===== src/rtl/mdu_pkg.sv =====
// Shared constants, state encoding and small helpers for the multiply/divide unit.
package mdu_pkg;

    localparam int XLEN = 32;

    localparam logic [5:0] F_MFHI  = 6'h10;
    localparam logic [5:0] F_MTHI  = 6'h11;
    localparam logic [5:0] F_MFLO  = 6'h12;
    localparam logic [5:0] F_MTLO  = 6'h13;
    localparam logic [5:0] F_MULT  = 6'h18;
    localparam logic [5:0] F_MULTU = 6'h19;
    localparam logic [5:0] F_DIV   = 6'h1A;
    localparam logic [5:0] F_DIVU  = 6'h1B;

    typedef enum logic [1:0] {
        IDLE = 2'd0,
        CALC = 2'd1,
        FIX  = 2'd2
    } mdu_state_e;

    function automatic logic is_muldiv(input logic [5:0] f);
        return (f == F_MULT) || (f == F_MULTU) || (f == F_DIV) || (f == F_DIVU);
    endfunction

    function automatic logic is_mdu_code(input logic [5:0] f);
        return is_muldiv(f) || (f == F_MFHI) || (f == F_MTHI) ||
               (f == F_MFLO) || (f == F_MTLO);
    endfunction

    // Two's-complement magnitude; 0x80000000 maps to 2^31 read as unsigned.
    function automatic logic [XLEN-1:0] magnitude(input logic [XLEN-1:0] v, input logic sgn);
        logic [XLEN-1:0] r;
        if (sgn && v[XLEN-1]) begin
            r = {XLEN{1'b0}} - v;
        end else begin
            r = v;
        end
        return r;
    endfunction

endpackage


===== src/rtl/mdu_if.sv =====
// Request/response bundle between the pipeline and the multiply/divide unit.
interface mdu_if #(parameter int XLEN = 32) ();
    logic            start;
    logic [5:0]      funct;
    logic [XLEN-1:0] rs_data;
    logic [XLEN-1:0] rt_data;
    logic [XLEN-1:0] rd_data;
    logic            busy;
    logic            done;
    logic            stall;

    modport master (
        output start, funct, rs_data, rt_data,
        input  rd_data, busy, done, stall
    );

    modport slave (
        input  start, funct, rs_data, rt_data,
        output rd_data, busy, done, stall
    );
endinterface


===== src/rtl/mdu_step.sv =====
// One iteration of shift-add multiply or restoring divide on the {hi,lo} accumulator.
module mdu_step
    import mdu_pkg::*;
(
    input  logic            is_div,
    input  logic [XLEN-1:0] hi,
    input  logic [XLEN-1:0] lo,
    input  logic [XLEN-1:0] operand,
    output logic [XLEN-1:0] hi_next,
    output logic [XLEN-1:0] lo_next
);

    logic [XLEN:0]   sum_s;
    logic [XLEN:0]   rem_s;
    logic [XLEN-1:0] diff_s;
    logic            ge_s;

    // Multiply: add multiplicand on lo[0], shift right; divide: shift left, trial-subtract.
    always_comb begin
        sum_s  = {1'b0, hi} + (lo[0] ? {1'b0, operand} : {(XLEN+1){1'b0}});
        rem_s  = {hi, lo[XLEN-1]};
        ge_s   = (rem_s >= {1'b0, operand});
        // When ge_s holds the difference is below 2^XLEN, so the low bits are exact.
        diff_s = rem_s[XLEN-1:0] - operand;
        if (is_div) begin
            hi_next = ge_s ? diff_s : rem_s[XLEN-1:0];
            lo_next = {lo[XLEN-2:0], ge_s};
        end else begin
            hi_next = sum_s[XLEN:1];
            lo_next = {sum_s[0], lo[XLEN-1:1]};
        end
    end

endmodule


===== src/rtl/mult_div_unit.sv =====
// Iterative MIPS-style HI/LO multiply/divide unit: 32 CALC cycles plus one sign FIX cycle.
module mult_div_unit #(
    parameter int XLEN = 32
) (
    input  logic clk,
    input  logic rst_n,
    mdu_if.slave bus
);
    import mdu_pkg::*;

    mdu_state_e      state_r, state_nxt_s;
    logic [4:0]      cnt_r;
    logic            is_div_r, neg_lo_r, neg_hi_r, div0_r, done_r;
    logic [XLEN-1:0] op_r, acc_hi_r, acc_lo_r, hi_r, lo_r;
    logic [XLEN-1:0] step_hi_s, step_lo_s, res_hi_s, res_lo_s;
    logic [XLEN-1:0] mag_a_s, mag_b_s;
    logic [2*XLEN-1:0] prod_s;
    logic            accept_s, is_signed_s, sign_a_s, sign_b_s, busy_s;

    assign busy_s      = (state_r != IDLE);
    assign accept_s    = bus.start && (state_r == IDLE) && is_muldiv(bus.funct);
    assign is_signed_s = (bus.funct == F_MULT) || (bus.funct == F_DIV);
    assign sign_a_s    = is_signed_s && bus.rs_data[XLEN-1];
    assign sign_b_s    = is_signed_s && bus.rt_data[XLEN-1];
    assign mag_a_s     = magnitude(bus.rs_data, is_signed_s);
    assign mag_b_s     = magnitude(bus.rt_data, is_signed_s);

    assign bus.busy  = busy_s;
    assign bus.done  = done_r;
    assign bus.stall = bus.start && busy_s && is_mdu_code(bus.funct);

    mdu_step u_step (
        .is_div  (is_div_r),
        .hi      (acc_hi_r),
        .lo      (acc_lo_r),
        .operand (op_r),
        .hi_next (step_hi_s),
        .lo_next (step_lo_s)
    );

    // State register.
    always_ff @(posedge clk or negedge rst_n) begin
        if (!rst_n) begin
            state_r <= IDLE;
        end else begin
            state_r <= state_nxt_s;
        end
    end

    // Next-state decode.
    always_comb begin
        state_nxt_s = state_r;
        case (state_r)
            IDLE: begin
                if (accept_s) begin
                    state_nxt_s = CALC;
                end else begin
                    state_nxt_s = IDLE;
                end
            end
            CALC: begin
                if (cnt_r == 5'd31) begin
                    state_nxt_s = FIX;
                end else begin
                    state_nxt_s = CALC;
                end
            end
            FIX:     state_nxt_s = IDLE;
            default: state_nxt_s = IDLE;
        endcase
    end

    // Sign fix-up of the raw magnitude result; divide by zero forces an all-ones quotient.
    always_comb begin
        prod_s = {acc_hi_r, acc_lo_r};
        if (neg_lo_r) begin
            prod_s = {(2*XLEN){1'b0}} - {acc_hi_r, acc_lo_r};
        end else begin
            prod_s = {acc_hi_r, acc_lo_r};
        end
        if (is_div_r) begin
            res_hi_s = neg_hi_r ? ({XLEN{1'b0}} - acc_hi_r) : acc_hi_r;
            if (div0_r) begin
                res_lo_s = {XLEN{1'b1}};
            end else begin
                res_lo_s = neg_lo_r ? ({XLEN{1'b0}} - acc_lo_r) : acc_lo_r;
            end
        end else begin
            res_hi_s = prod_s[2*XLEN-1:XLEN];
            res_lo_s = prod_s[XLEN-1:0];
        end
    end

    // Operand capture, iteration, HI/LO writes and done pulse.
    always_ff @(posedge clk or negedge rst_n) begin
        if (!rst_n) begin
            cnt_r    <= 5'd0;
            is_div_r <= 1'b0;
            neg_lo_r <= 1'b0;
            neg_hi_r <= 1'b0;
            div0_r   <= 1'b0;
            op_r     <= {XLEN{1'b0}};
            acc_hi_r <= {XLEN{1'b0}};
            acc_lo_r <= {XLEN{1'b0}};
            hi_r     <= {XLEN{1'b0}};
            lo_r     <= {XLEN{1'b0}};
            done_r   <= 1'b0;
        end else begin
            done_r <= 1'b0;
            case (state_r)
                IDLE: begin
                    if (accept_s) begin
                        is_div_r <= (bus.funct == F_DIV) || (bus.funct == F_DIVU);
                        neg_lo_r <= sign_a_s ^ sign_b_s;
                        neg_hi_r <= ((bus.funct == F_DIV) || (bus.funct == F_DIVU))
                                    ? sign_a_s : (sign_a_s ^ sign_b_s);
                        div0_r   <= (bus.rt_data == {XLEN{1'b0}});
                        cnt_r    <= 5'd0;
                        acc_hi_r <= {XLEN{1'b0}};
                        if ((bus.funct == F_DIV) || (bus.funct == F_DIVU)) begin
                            acc_lo_r <= mag_a_s;
                            op_r     <= mag_b_s;
                        end else begin
                            acc_lo_r <= mag_b_s;
                            op_r     <= mag_a_s;
                        end
                    end else if (bus.start && (bus.funct == F_MTHI)) begin
                        hi_r <= bus.rs_data;
                    end else if (bus.start && (bus.funct == F_MTLO)) begin
                        lo_r <= bus.rs_data;
                    end else begin
                        hi_r <= hi_r;
                    end
                end
                CALC: begin
                    acc_hi_r <= step_hi_s;
                    acc_lo_r <= step_lo_s;
                    cnt_r    <= cnt_r + 5'd1;
                end
                FIX: begin
                    hi_r   <= res_hi_s;
                    lo_r   <= res_lo_s;
                    done_r <= 1'b1;
                end
                default: begin
                    done_r <= 1'b0;
                end
            endcase
        end
    end

    // Move-from read port straight off HI/LO.
    always_comb begin
        case (bus.funct)
            F_MFHI:  bus.rd_data = hi_r;
            F_MFLO:  bus.rd_data = lo_r;
            default: bus.rd_data = {XLEN{1'b0}};
        endcase
    end

endmodule


===== src/flat_wrapper.sv =====
// flat-port wrapper written by rule: the top's interface ports become plain ports
module mult_div_unit_flat import mdu_pkg::*;
#(
    parameter int XLEN = 32
)
  (clk, rst_n, bus_start, bus_funct, bus_rs_data, bus_rt_data, bus_rd_data, bus_busy, bus_done, bus_stall);
  mdu_if #(.XLEN(XLEN)) bus_i ();
  input  logic clk;
  input  logic rst_n;
  input wire logic [$bits(bus_i.start)-1:0] bus_start;
  input wire logic [$bits(bus_i.funct)-1:0] bus_funct;
  input wire logic [$bits(bus_i.rs_data)-1:0] bus_rs_data;
  input wire logic [$bits(bus_i.rt_data)-1:0] bus_rt_data;
  output wire logic [$bits(bus_i.rd_data)-1:0] bus_rd_data;
  output wire logic [$bits(bus_i.busy)-1:0] bus_busy;
  output wire logic [$bits(bus_i.done)-1:0] bus_done;
  output wire logic [$bits(bus_i.stall)-1:0] bus_stall;
  assign bus_i.start = bus_start;
  assign bus_i.funct = bus_funct;
  assign bus_i.rs_data = bus_rs_data;
  assign bus_i.rt_data = bus_rt_data;
  assign bus_rd_data = bus_i.rd_data;
  assign bus_busy = bus_i.busy;
  assign bus_done = bus_i.done;
  assign bus_stall = bus_i.stall;
  mult_div_unit #(.XLEN(XLEN)) u_core (.clk(clk), .rst_n(rst_n), .bus(bus_i));
endmodule

===== config.mk =====
export PLATFORM = sky130hd
export DESIGN_NAME = mult_div_unit_flat
export DESIGN_NICKNAME = d
export VERILOG_FILES = /design/src/rtl/mdu_pkg.sv /design/src/rtl/mdu_if.sv /design/src/rtl/mdu_step.sv /design/src/rtl/mult_div_unit.sv /design/src/flat_wrapper.sv
export SDC_FILE = /design/constraint.sdc
export NUM_CORES = 1
export LEC_CHECK = 0
export BUFFER_PORTS_ARGS = -buffer_cell sky130_fd_sc_hd__buf_2
export CAP_MARGIN = 30
export CORE_MARGIN = 2
export CORE_UTILIZATION = 35
export CTS_BUF_LIST = sky130_fd_sc_hd__clkbuf_16
export DETAILED_ROUTE_END_ITERATION = 16
export SYNTH_ARGS = -nofsm -noshare
export SYNTH_HDL_FRONTEND = slang
export SYNTH_SLANG_ARGS = --single-unit

===== constraint.sdc =====
create_clock -name clk -period 8.3 [get_ports clk]
set_input_delay 0 -clock clk [delete_from_list [all_inputs] [get_ports clk]]
set_output_delay 0 -clock clk [all_outputs]
set_load 0.02 [all_outputs]

== Word level (Yosys, flattened, before mapping) ==
Index checks and enable logic that the tools add are counted.

* Output and inout bits: 35
* Bits of input ports: 73
* Flip-flop bits (word level): 172

* $lt $le $gt $ge: 1
* Equal/unequal tests: 16
* Bitwise gates (word level): 1
* Add/sub/neg operators: 8
* Muxes and demuxes: 33
* Reductions and logical operators: 26

{| class="wikitable"
|+ Operators by type and width
! kind !! count
|-
| 32-bit two-way mux || 20
|-
| 32-bit one-hot mux with 2 select lines || 5
|-
| 1-bit by 32-bit subtractor with 32-bit output, first input constant || 4
|-
| 64-bit two-way mux || 1
|-
| 1-bit by 64-bit subtractor with 64-bit output, first input constant || 1
|-
| 6-bit by 5-bit == test with 1-bit output, second input constant || 8
|-
| 32-bit by 33-bit adder with 33-bit output || 1
|-
| 33-bit by 32-bit >= comparator with 1-bit output || 1
|-
| 32-bit logical NOT || 1
|-
| 32-bit subtractor || 1
|-
| 5-bit one-hot mux with 2 select lines || 1
|-
| 1-bit logical OR || 9
|-
| 1-bit logical AND || 8
|-
| 2-bit != test, second input constant || 4
|-
| 2-bit nonzero test || 3
|-
| 5-bit by 1-bit adder with 5-bit output, second input constant || 1
|-
| 5-bit == test, second input constant || 1
|-
| 5-bit two-way mux || 1
|-
| 2-bit one-hot mux with 2 select lines || 1
|-
| 2-bit AND reduction || 2
|-
| 4-bit AND reduction || 1
|-
| 1-bit two-way mux || 3
|-
| 3-bit AND reduction || 1
|-
| 2-bit by 1-bit == test with 1-bit output, second input constant || 1
|-
| other kinds (5) || 5
|}

== Depth between registers and ports, before layout ==
Gate-level depths: netlist of the first run.

* Depth after elaboration: 9
* Depth in mapped cells: 14
* Gate-level depth less buffers: 13

== Hierarchy ==
From an unflattened synthesis of the first run, not the netlist that was laid out.

* Cell total of the unflattened synthesis: 2093
* Area total of the unflattened synthesis: 16274.4 um^2

{| class="wikitable"
|+ By module, submodules not included
! module !! cells an instance !! sequential area each (um^2) !! times used !! area each (um^2)
|-
| mult_div_unit || 1391 || 4304.1 || 1 || 11538.6
|-
| mdu_step || 702 || 0.0 || 1 || 4735.8
|}

== Least setup slack after synthesis of the first run ==
No wires, ideal clock.

* Path type: reg2reg
* From: reg u_core.acc_lo_r[0]
* To: reg u_core.acc_hi_r[29]
* Required time: 8174 ps
* Arrival: 2918 ps
* Cell stages (with the launch flop): 13
* Slack: 5256 ps
* Cells stage by stage: dfrtp_1 > inv_1 > clkbuf_1 > nor2_1 > ha_1 > a211oi_1 > o211ai_1 > a221oi_1 > a211oi_1 > o21ai_1 > o21bai_1 > xor2_1 > a221o_1

* Longest elaborated chain between the ends: 4

{| class="wikitable"
|+ Ends and longest elaborated chain
! item !! RTL line !! RTL
|-
| start, declared || mult_div_unit.sv:14 || <nowiki>logic [XLEN-1:0] op_r, acc_hi_r, acc_lo_r, hi_r, lo_r;</nowiki>
|-
| start signal, assigned || mult_div_unit.sv:104 || <nowiki>acc_lo_r <= {XLEN{1'b0}};</nowiki>
|-
| start signal, assigned || mult_div_unit.sv:121 || <nowiki>acc_lo_r <= mag_a_s;</nowiki>
|-
| start signal, assigned || mult_div_unit.sv:124 || <nowiki>acc_lo_r <= mag_b_s;</nowiki>
|-
| 32-bit two-way mux || mdu_step.sv:20 || <nowiki>sum_s = {1'b0, hi} + (lo[0] ? {1'b0, operand} : {(XLEN+1){1'b0}});</nowiki>
|-
| 32-bit by 33-bit adder with 33-bit output || mdu_step.sv:20 ||
|-
| 32-bit two-way mux || mdu_step.sv:25 || <nowiki>if (is_div) begin</nowiki>
|-
| 32-bit one-hot mux with 2 select lines || mult_div_unit.sv:110 || <nowiki>case (state_r)</nowiki>
|-
| end signal, assigned || mult_div_unit.sv:103 || <nowiki>acc_hi_r <= {XLEN{1'b0}};</nowiki>
|-
| end signal, assigned || mult_div_unit.sv:119 || <nowiki>acc_hi_r <= {XLEN{1'b0}};</nowiki>
|-
| end signal, assigned || mult_div_unit.sv:136 || <nowiki>acc_hi_r <= step_hi_s;</nowiki>
|-
| end, declared || mult_div_unit.sv:14 ||
|}

No other way between the ends.
A chain may end at the register's enable or synchronous reset.

== Worst setup path in the final report of the first run ==
* From: reg u_core.acc_lo_r[0]
* To: reg u_core.acc_hi_r[28]

The elaborated chain is that of the path after synthesis.

==> impl_summary.log, run 1 <==
INFO  metric route.antenna.remaining_nets = 0
INFO  metric dpl-instance-area = 16550 µm²
INFO  metric skew = 0.02034 ns
INFO  metric worstReg2RegEnd = u_core.acc_hi_r[28]
INFO  metric post_cts.resized_instances = 0
INFO  metric worst_ep_required_time = 8.68 ns
INFO  metric drtPass1Iterations = 6
INFO  metric p_clk_share = 14.8%
INFO  metric seq_power_share = 27.4%
INFO  metric num_rows = 77
INFO  metric critical_path.max_stage_delay = 0.59 ns
INFO  metric crit-reg2reg-launch = u_core.acc_lo_r[0]
INFO  metric syn2layout_area_growth = 13.64%
INFO  metric wire_length_of_the_first_global_routing_pass = 90.67 mm
INFO  metric floorplan.die.width = 214.8 µm
INFO  metric synth-main-ff-cell = sky130_fd_sc_hd__dfrtp_1
INFO  metric worstPathArrival = 4.27 ns
INFO  metric post-place-ws = 4.446 ns
INFO  metric detail_route.drc_violations = 0
INFO  metric detailedRoute.firstIterationViolations = 1800
INFO  metric number_of_flops_mapped_to_enable_cells_by_yosys = 0
INFO  metric worstRegToRegCells = 13
INFO  metric final_net_count = 2211
INFO  metric report.final.hold_viol_count = 0
INFO  metric clkSinkCount = 172
INFO  metric wirelength = 59.38 mm
INFO  metric switch_pwr = 2.912 mW
INFO  metric postSynthAreaPerCell = 7.804 µm²
INFO  metric whs_endpoint = u_core.op_r[1]
INFO  metric crit_chain = inv_1 > buf_4 > nor2_1 > ha_1 > nand3_1 > or2_0 > or3b_1 > nand4_1 > a31oi_1 > o311ai_0 > nand3_1 > o211ai_1 > a31o_1
INFO  metric slew_violations = 0
INFO  metric cts.reportedPaths.clkPinSlew = 0.07 ns
INFO  metric reg2reg_setup_slack = 4.41 ns
INFO  metric core_area = 44030 µm²
INFO  metric finalSetupViolations = 0
INFO  metric async_reset_ff_share = 100.0%
INFO  metric place.gp.congestion = 0.9868
INFO  metric number_of_clock_buffers_inserted_by_tritoncts = 17
INFO  metric timing.setup.tns = 0 ns
INFO  metric syn-instance-count = 1993
INFO  metric holdCritStartpoint = bus_rt_data[1]
INFO  metric critical_path_class = flop to flop
INFO  metric max_clock_freq = 0.2568 GHz
INFO  metric global_route.usage.total = 25.20%
INFO  metric crit_path_top_delay_cell = sky130_fd_sc_hd__o311ai_0
INFO  metric first_global_vias = 15030
INFO  metric worst_setup_path_end_kind = flop
INFO  metric synth.net_count = 2138
INFO  metric timing.final.crit_share = 46.92%
INFO  metric routed_via_density = 5.949
INFO  metric synth_seq_area_share = 27.67%
INFO  metric clkLatencyLatePin = 0.46 ns
INFO  metric grt-busiest-layer = met2
INFO  metric groute.layer.met1.usage = 34.94%
INFO  metric final_critical_path_setup_slack = 4.406 ns
INFO  metric final_core_utilization = 40.14%
INFO  metric dpl.hpwl = 45.17 mm
INFO  metric vdd_ir_drop_max = 0.1977 mV
INFO  metric cp_max_fo = 21
INFO  metric post-layout-total-power = 5.754 mW
INFO  metric fp.dieH = 214.8 µm
INFO  metric hold_path.class = input pin to flop
INFO  metric number_of_stages_on_the_worst_hold_path = 3
INFO  metric dieArea = 46140 µm²
INFO  metric critPathMostFrequentCell = sky130_fd_sc_hd__nand3_1
INFO  metric clock_tree_from_tritoncts = done
INFO  metric timing.critical_path.buf_inv = 2
INFO  metric slew_headroom = 36.23%
INFO  metric drv.max_cap_violation_count = 0
INFO  metric period_minus_slack = 3.894 ns
INFO  metric ys_types = 86
INFO  metric grt_setup_unrepaired = no
INFO  metric fraction_of_final_layout_cells_sized_beyond_drive_strength_1 = 9.909%
INFO  metric clk_path_buf_depth = 2
INFO  metric number_of_diodes_added_for_antenna_fixing = 0
INFO  metric met2_usage = 38.89%
INFO  metric io_buffers = 107
INFO  metric filler_cell_count = 4556
INFO  metric synth-seq-cells = 172
INFO  metric power.combinational.fraction = 57.8%
INFO  metric power_switching_share = 50.60%
INFO  metric wl_per_cell = 22.23 µm
INFO  metric grt_max_degree = 68
INFO  metric internal_pwr_total = 2.843 mW
INFO  metric grtUsageMet3 = 4.388%
INFO  metric outcome = completed
INFO  metric fin_area = 17670 µm²
INFO  metric transition_time_of_the_tightest_slew_check_pin = 0.9478 ns
INFO  metric synth-warning-count = 0
INFO  metric clock_tree.root_cell = sky130_fd_sc_hd__clkbuf_16
INFO  metric htreeDepth = 4
INFO  metric detailed_route_via_count = 15890
INFO  metric cellPowerDensity = 325.6 nW/µm²
INFO  metric initial_utilization = 35.33%
INFO  metric num_io_pins = 108
INFO  metric p_leak = 7.324 nW
INFO  metric cp_top_family = simple AND/OR/NAND/NOR gates
INFO  metric grt_overflow_total = 0
INFO  metric syn_area = 15550 µm²
INFO  metric critical_path.startpoint_type = flop
INFO  metric initial_antenna_violation_count = 0
==> stage by stage <==
stage               instances  hold WS [ns]
floorplan                1993       -0.2956
global placement         2585       0.05100
detailed placement       2587       0.01844
CTS                      2671    0.00007017
global route             2671       0.05001
finish                   2671       0.01601
==> worst max path at each step <==
stage,depth (start not counted),startpoint,slack [ns],end
detailed placement,12,u_core.acc_lo_r[0],4.45,u_core.acc_hi_r[28]
global placement,12,u_core.acc_lo_r[0],4.52,u_core.acc_hi_r[29]
global route,12,u_core.acc_lo_r[0],4.12,u_core.acc_hi_r[27]
CTS,13,u_core.acc_lo_r[0],4.42,u_core.acc_hi_r[28]
finish,13,u_core.acc_lo_r[0],4.41,u_core.acc_hi_r[28]
floorplan,12,u_core.acc_lo_r[0],5.26,u_core.acc_hi_r[29]
==> cells in the mapped netlist, drive strengths merged, types with 8 or more instances <==
cell | instances | area (µm²)
a211oi | 47 | 357.8
a21o | 31 | 232.7
a21oi | 162 | 810.8
a221o | 9 | 90.09
a22oi | 41 | 307.8
a31oi | 20 | 125.1
and2 | 9 | 56.30
and3 | 9 | 56.30
buf | 25 | 127.6
clkbuf | 105 | 394.1
dfrtp | 172 | 4304
ha | 70 | 875.8
inv | 68 | 255.3
mux2i | 87 | 870.8
nand2 | 206 | 775.8
nand2b | 21 | 131.4
nand3 | 41 | 210.2
nand3b | 9 | 67.56
nand4 | 14 | 87.58
nor2 | 191 | 734.5
nor2b | 10 | 62.56
nor3 | 38 | 200.2
nor4 | 17 | 137.6
o211ai | 19 | 142.6
o21a | 8 | 60.06
o21ai | 208 | 1045
o21bai | 9 | 67.56
o22ai | 25 | 156.4
o31ai | 24 | 180.2
o41ai | 15 | 146.4
or3 | 26 | 192.7
or4 | 14 | 116.4
xnor2 | 97 | 849.6
xor2 | 75 | 656.9
==> routing by layer <==
metal	share of wire (%)	routed length [µm]
met5	0	0
met2	44	26260
met1	44	26170
met3	7.8	4647
met4	3.9	2297
==> logic make-up after synthesis <==
| logic type | Yosys count | synth area share [%] |
|---|---|---|
| adder cells (fa/ha/maj) | 72 | 5.889 |
| multiplexers | 93 | 6.033 |
| buffers and inverters | 198 | 4.996 |
| AO/OA/AOI/OAI | 666 | 26.69 |
| flip-flops | 172 | 27.67 |
| XOR/XNOR | 172 | 9.685 |
| AND/OR/NAND/NOR | 620 | 19.03 |
==> flip-flops by register name, summed over array words and instances, names as in the netlist, 2 cells and up <==
signal	cells
u_core.acc_lo_r	32
u_core.hi_r	32
u_core.acc_hi_r	32
u_core.cnt_r	5
u_core.state_r	2
u_core.lo_r	32
u_core.op_r	32
==> power by group through the flow <==
stage                     sequential (mW)  combinational [mW]  clock, mW
after global placement               1.54                3.24          0
after floorplan                      1.31                2.50          0
after CTS                            1.55                3.28      0.855
after detailed placement             1.56                3.25          0
after global routing                 1.60                3.63      0.892
final                                1.58                3.33      0.850
==> area by class of cell <==
type                            count  area, µm²  area share, %
Inverter                           68      255.2          1.444
Tap cell                          592      740.7          4.191
Clock inverter                     15      176.4         0.9982
Clock buffer                       17      425.4          2.407
Sequential cell                   172       4308          24.37
Timing Repair Buffer              184       1267          7.171
Multi-Input combinational cell   1623      10500          59.41
==> placed cells by master (no fill, tap or decap), types with 7 or more instances in the layout <==
cell type / instances
sky130_fd_sc_hd__buf_2: 107
sky130_fd_sc_hd__or4_1: 11
sky130_fd_sc_hd__nor3_1: 35
sky130_fd_sc_hd__o21a_1: 8
sky130_fd_sc_hd__a21oi_1: 162
sky130_fd_sc_hd__inv_1: 67
sky130_fd_sc_hd__nor2_1: 187
sky130_fd_sc_hd__or3_4: 7
sky130_fd_sc_hd__clkbuf_16: 17
sky130_fd_sc_hd__o31ai_1: 24
sky130_fd_sc_hd__o41ai_1: 13
sky130_fd_sc_hd__a221o_1: 9
sky130_fd_sc_hd__o211ai_1: 19
sky130_fd_sc_hd__nand4_1: 14
sky130_fd_sc_hd__o21bai_1: 9
sky130_fd_sc_hd__nor4_1: 12
sky130_fd_sc_hd__nand3_1: 40
sky130_fd_sc_hd__nand2_1: 205
sky130_fd_sc_hd__ha_1: 70
sky130_fd_sc_hd__nand3b_1: 9
sky130_fd_sc_hd__nor2b_1: 9
sky130_fd_sc_hd__o22ai_1: 25
sky130_fd_sc_hd__nand2b_1: 21
sky130_fd_sc_hd__a31oi_1: 20
sky130_fd_sc_hd__buf_4: 23
sky130_fd_sc_hd__or3_1: 17
sky130_fd_sc_hd__dlygate4sd3_1: 52
sky130_fd_sc_hd__mux2i_1: 87
sky130_fd_sc_hd__and3_1: 9
sky130_fd_sc_hd__o21ai_1: 59
sky130_fd_sc_hd__o21ai_0: 148
sky130_fd_sc_hd__and2_1: 9
sky130_fd_sc_hd__a21o_1: 31
sky130_fd_sc_hd__xor2_1: 75
sky130_fd_sc_hd__dfrtp_1: 171
sky130_fd_sc_hd__xnor2_1: 97
sky130_fd_sc_hd__a211oi_1: 46
sky130_fd_sc_hd__a22oi_1: 41
sky130_fd_sc_hd__a221oi_1: 7
==> worst register-to-register path, cell delays in order (launching register included) <==
cell and delay, ns:
sky130_fd_sc_hd__dfrtp_1 0.47, sky130_fd_sc_hd__inv_1 0.31, sky130_fd_sc_hd__buf_4 0.34, sky130_fd_sc_hd__nor2_1 0.09, sky130_fd_sc_hd__ha_1 0.41, sky130_fd_sc_hd__nand3_1 0.15, sky130_fd_sc_hd__or2_0 0.24, sky130_fd_sc_hd__or3b_1 0.37
sky130_fd_sc_hd__nand4_1 0.19, sky130_fd_sc_hd__a31oi_1 0.24, sky130_fd_sc_hd__o311ai_0 0.59, sky130_fd_sc_hd__nand3_1 0.16, sky130_fd_sc_hd__o211ai_1 0.13, sky130_fd_sc_hd__a31o_1 0.13
==> timing repair <==
action / in CTS / in global routing
setup endpoints to repair: 0 / 0
hold buffers: 52 / 0
endpoints found under the hold margin: 119 / 0
buffers inserted: 0 / 0
No activity file was read; power rests on OpenSTA's default activity.
==> run 2, diff against run 1 <==
ABC_AREA = 1   (was not set)
clock period = 3.95 ns   (was 8.3 ns; I/O delays follow)
==> run 2 against run 1 <==
Compared with the run above:
- the flow now finishes with violations (negative hold slack)
- largest cell class unchanged
- area after synthesis increased by 20%
- final cell count is 52% higher
- highest routed layer is now met5
- global-route usage increased by 4.8 points
- first-iteration DRC count is 35% higher
- critical endpoint is now u_core.op_r[23]
- maximum frequency grew 20%
- cell area grew 18%
- power grew to 2.7 times the previous value
- flip-flop and latch count unchanged
- core utilization down 0.49 points
- clock power grew 120%
==> impl_summary.log, run 2 <==
INFO  metric worstReg2RegEnd = u_core.op_r[23]
INFO  metric yosysTopAreaCell = sky130_fd_sc_hd__dfrtp_1
INFO  metric detailed_route_via_count = 22050
INFO  metric core_area = 52760 µm²
INFO  metric synth_top_cell_area_share = 22.97%
INFO  metric postCtsSetupBuffers = 0
INFO  metric fp.dieH = 235.4 µm
INFO  metric syn2layout_area_growth = 11.65%
INFO  metric cp_top_family = buffers and inverters
INFO  metric cts_hold_buf = 28
INFO  metric grt_setup_unrepaired = no
INFO  metric critical_path_class = flop to flop
INFO  metric number_of_diodes_added_for_antenna_fixing = 0
INFO  metric synth-main-ff-cell = sky130_fd_sc_hd__dfrtp_1
INFO  metric grt_max_degree = 105
INFO  metric clock_tree.root_cell = sky130_fd_sc_hd__clkbuf_16
INFO  metric report.final.hold_viol_count = 2
INFO  metric async_reset_ff_share = 100.0%
INFO  metric cellPowerDensity = 740.5 nW/µm²
INFO  metric initial_utilization = 35.51%
INFO  metric post_cts.resized_instances = 0
INFO  metric wire_length_of_the_first_global_routing_pass = 126.5 mm
INFO  metric crit-reg2reg-launch = u_core.state_r[1]
INFO  metric clk_path_buf_depth = 2
INFO  metric num_io_pins = 108
INFO  metric seq_power_share = 23.5%
INFO  metric slew_headroom = 39.82%
INFO  metric worst_ep_required_time = 4.36 ns
INFO  metric timing.final.crit_share = 82.17%
INFO  metric timing.critical_path.buf_inv = 5
INFO  metric hold_path.class = input pin to async pin
INFO  metric crit_chain = nor2_1 > inv_2 > nor3_4 > inv_2 > nor2_1 > buf_4 > inv_1 > o221ai_1 > dlygate4sd3_1
INFO  metric clkSinkCount = 172
INFO  metric p_leak = 10.77 nW
INFO  metric transition_time_of_the_tightest_slew_check_pin = 0.9027 ns
INFO  metric place.gp.congestion = 1.042
INFO  metric filler_cell_count = 5967
INFO  metric synth-warning-count = 0
INFO  metric path_depth = 9
INFO  metric route.antenna.remaining_nets = 0
INFO  metric clock_tree_from_tritoncts = done
INFO  metric first_global_vias = 20170
INFO  metric internal_pwr_total = 6.639 mW
INFO  metric wirelength = 84.62 mm
INFO  metric drtPass1Iterations = 8
INFO  metric period_minus_slack = 3.246 ns
INFO  metric yosys-top-cells-count = sky130_fd_sc_hd__nand2_1, sky130_fd_sc_hd__inv_1, sky130_fd_sc_hd__nor2_1
INFO  metric postSynthAreaPerCell = 5.735 µm²
INFO  metric routed_via_density = 5.449
INFO  metric detail_route.drc_violations = 0
INFO  metric synth-seq-cells = 172
INFO  metric crit_path_top_delay_cell = sky130_fd_sc_hd__dlygate4sd3_1
INFO  metric synth_most_common_cell = sky130_fd_sc_hd__nand2_1
INFO  metric floorplan.die.width = 235.4 µm
INFO  metric drv.max_cap_violation_count = 0
INFO  metric dpl-instance-area = 19990 µm²
INFO  metric power.combinational.fraction = 64.3%
INFO  metric critical_path.max_stage_delay = 0.57 ns
INFO  metric post_synth_main_area_contributors = sky130_fd_sc_hd__dfrtp_1, sky130_fd_sc_hd__nand2_1, sky130_fd_sc_hd__inv_1
INFO  metric number_of_flops_mapped_to_enable_cells_by_yosys = 0
INFO  metric ys_types = 50
INFO  metric finalNonFillerCells = 4047
INFO  metric worstRegToRegCells = 9
INFO  metric clkLatencyLatePin = 0.48 ns
INFO  metric io_buffers = 107
INFO  metric cts.reportedPaths.clkPinSlew = 0.08 ns
INFO  metric power_switching_share = 57.15%
INFO  metric holdWs = -0.003206 ns
INFO  metric worst_setup_path_end_kind = flop
INFO  metric skew = 0.01564 ns
INFO  metric num_rows = 84
INFO  metric initial_antenna_violation_count = 3
INFO  metric number_of_clock_buffers_inserted_by_tritoncts = 17
INFO  metric htreeDepth = 4
INFO  metric syn-instance-count = 3267
INFO  metric grt_overflow_total = 0
INFO  metric vdd_ir_drop_max = 0.3652 mV
INFO  metric finalSetupViolations = 0
INFO  metric cp_max_fo = 21
INFO  metric dieArea = 55400 µm²
INFO  metric slew_violations = 0
INFO  metric timing.setup.tns = 0 ns
INFO  metric max_clock_freq = 0.3081 GHz
INFO  metric timing.critical_path.to = u_core.op_r[23]
INFO  metric start_point_of_the_critical_path = u_core.state_r[1]
INFO  metric p_clk_share = 12.2%
INFO  metric worstPathArrival = 3.66 ns
INFO  metric dpl.hpwl = 68.50 mm
INFO  metric syn_area = 18740 µm²
INFO  metric mostFrequentLayoutCells = sky130_fd_sc_hd__nand2_1, sky130_fd_sc_hd__inv_1, sky130_fd_sc_hd__nor2_1
INFO  metric fraction_of_final_layout_cells_sized_beyond_drive_strength_1 = 6.728%
INFO  metric global_route.usage.total = 30.03%
INFO  metric detailedRoute.firstIterationViolations = 2431
INFO  metric synth.net_count = 3412
INFO  metric fin_area = 20920 µm²
INFO  metric mostFrequentLayoutCell = sky130_fd_sc_hd__nand2_1
INFO  metric synth_seq_area_share = 22.97%
INFO  metric critical_path.startpoint_type = flop
INFO  metric place.detailed.instances = 3987
INFO  metric final_net_count = 3492
INFO  metric wl_per_cell = 20.91 µm
INFO  metric reg2reg_setup_slack = 0.70 ns
INFO  metric failed_checks = negative hold slack
INFO  metric switch_pwr = 8.853 mW
INFO  metric outcome = finished, violations left
[run 2: metal layers]
| layer | vias up | part of all wire (%) | track usage [%] |
|---|---|---|---|
| li1 | 10610 | - | - |
| met1 | 10340 | 43 | 40.66 |
| met2 | 933 | 43 | 45.50 |
| met3 | 167 | 9.6 | 7.200 |
| met4 | 4 | 4.5 | 12.82 |
| met5 | - | 0.031 | 0 |
[run 2: metrics by stage]
step	worst slack, ns	utilization (%)	power [mW]
floorplan	1.471	-	9.908
global placement	0.8961	37.83	13.28
detailed placement	0.8126	37.88	13.24
CTS	0.7972	39.60	15.17
global route	0.5311	39.65	16.70
finish	0.7042	39.65	15.49
[run 2: power groups by stage]
| stage | registers (mW) | logic, mW | clock network, mW |
|---|---|---|---|
| final | 3.64 | 9.97 | 1.89 |
| after CTS | 3.54 | 9.74 | 1.90 |
| after floorplan | 2.99 | 6.92 | 0 |
| after global routing | 3.67 | 11.1 | 1.96 |
| after detailed placement | 3.58 | 9.67 | 0 |
| after global placement | 3.57 | 9.72 | 0 |
[run 2: how the worst min path moves through the flow]
| stage | endpoint | cells after the start |
|---|---|---|
| 3_3_place_gp | u_core.hi_r[9] | 1 |
| 4_1_cts | u_core.op_r[7] | 4 |
| 3_5_place_dp | u_core.hi_r[9] | 1 |
| 2_1_floorplan | u_core.acc_hi_r[0] | 0 |
| 6_report | u_core.hi_r[15] | 3 |
| 5_1_grt | u_core.lo_r[13] | 3 |
[run 2: worst register-to-register path, stage by stage (launching register included)]
cell and delay [ns]:
sky130_fd_sc_hd__dfrtp_1 0.43, sky130_fd_sc_hd__nor2_1 0.36, sky130_fd_sc_hd__inv_2 0.10, sky130_fd_sc_hd__nor3_4 0.43, sky130_fd_sc_hd__inv_2 0.31, sky130_fd_sc_hd__nor2_1 0.17, sky130_fd_sc_hd__buf_4 0.30, sky130_fd_sc_hd__inv_1 0.30
sky130_fd_sc_hd__o221ai_1 0.23, sky130_fd_sc_hd__dlygate4sd3_1 0.57
[run 2: area by class of cell]
cell class / instances / area [µm²] / share of cell area [%]
Multi-Input combinational cell: 2518 / 12190 / 58.28
Sequential cell: 172 / 4305 / 20.58
Inverter: 464 / 1742 / 8.325
Timing Repair Buffer: 174 / 1195 / 5.712
Tap cell: 688 / 860.8 / 4.115
Clock buffer: 17 / 425.4 / 2.033
Clock inverter: 14 / 200.2 / 0.9569
[run 2: logic make-up (layout without fill, tap and decap cells)]
| group | Yosys count | in the layout | synth area share, % |
|---|---|---|---|
| DFF | 172 | 172 | 22.97 |
| xor gates and xnor gates | 69 | 69 | 3.225 |
| and+or+nand+nor | 1905 | 1905 | 42.48 |
| buffers and inverters | 577 | 669 | 12.09 |
| AOI/OAI and AO/OA | 472 | 472 | 14.34 |
| adders and majority gates | 72 | 72 | 4.888 |
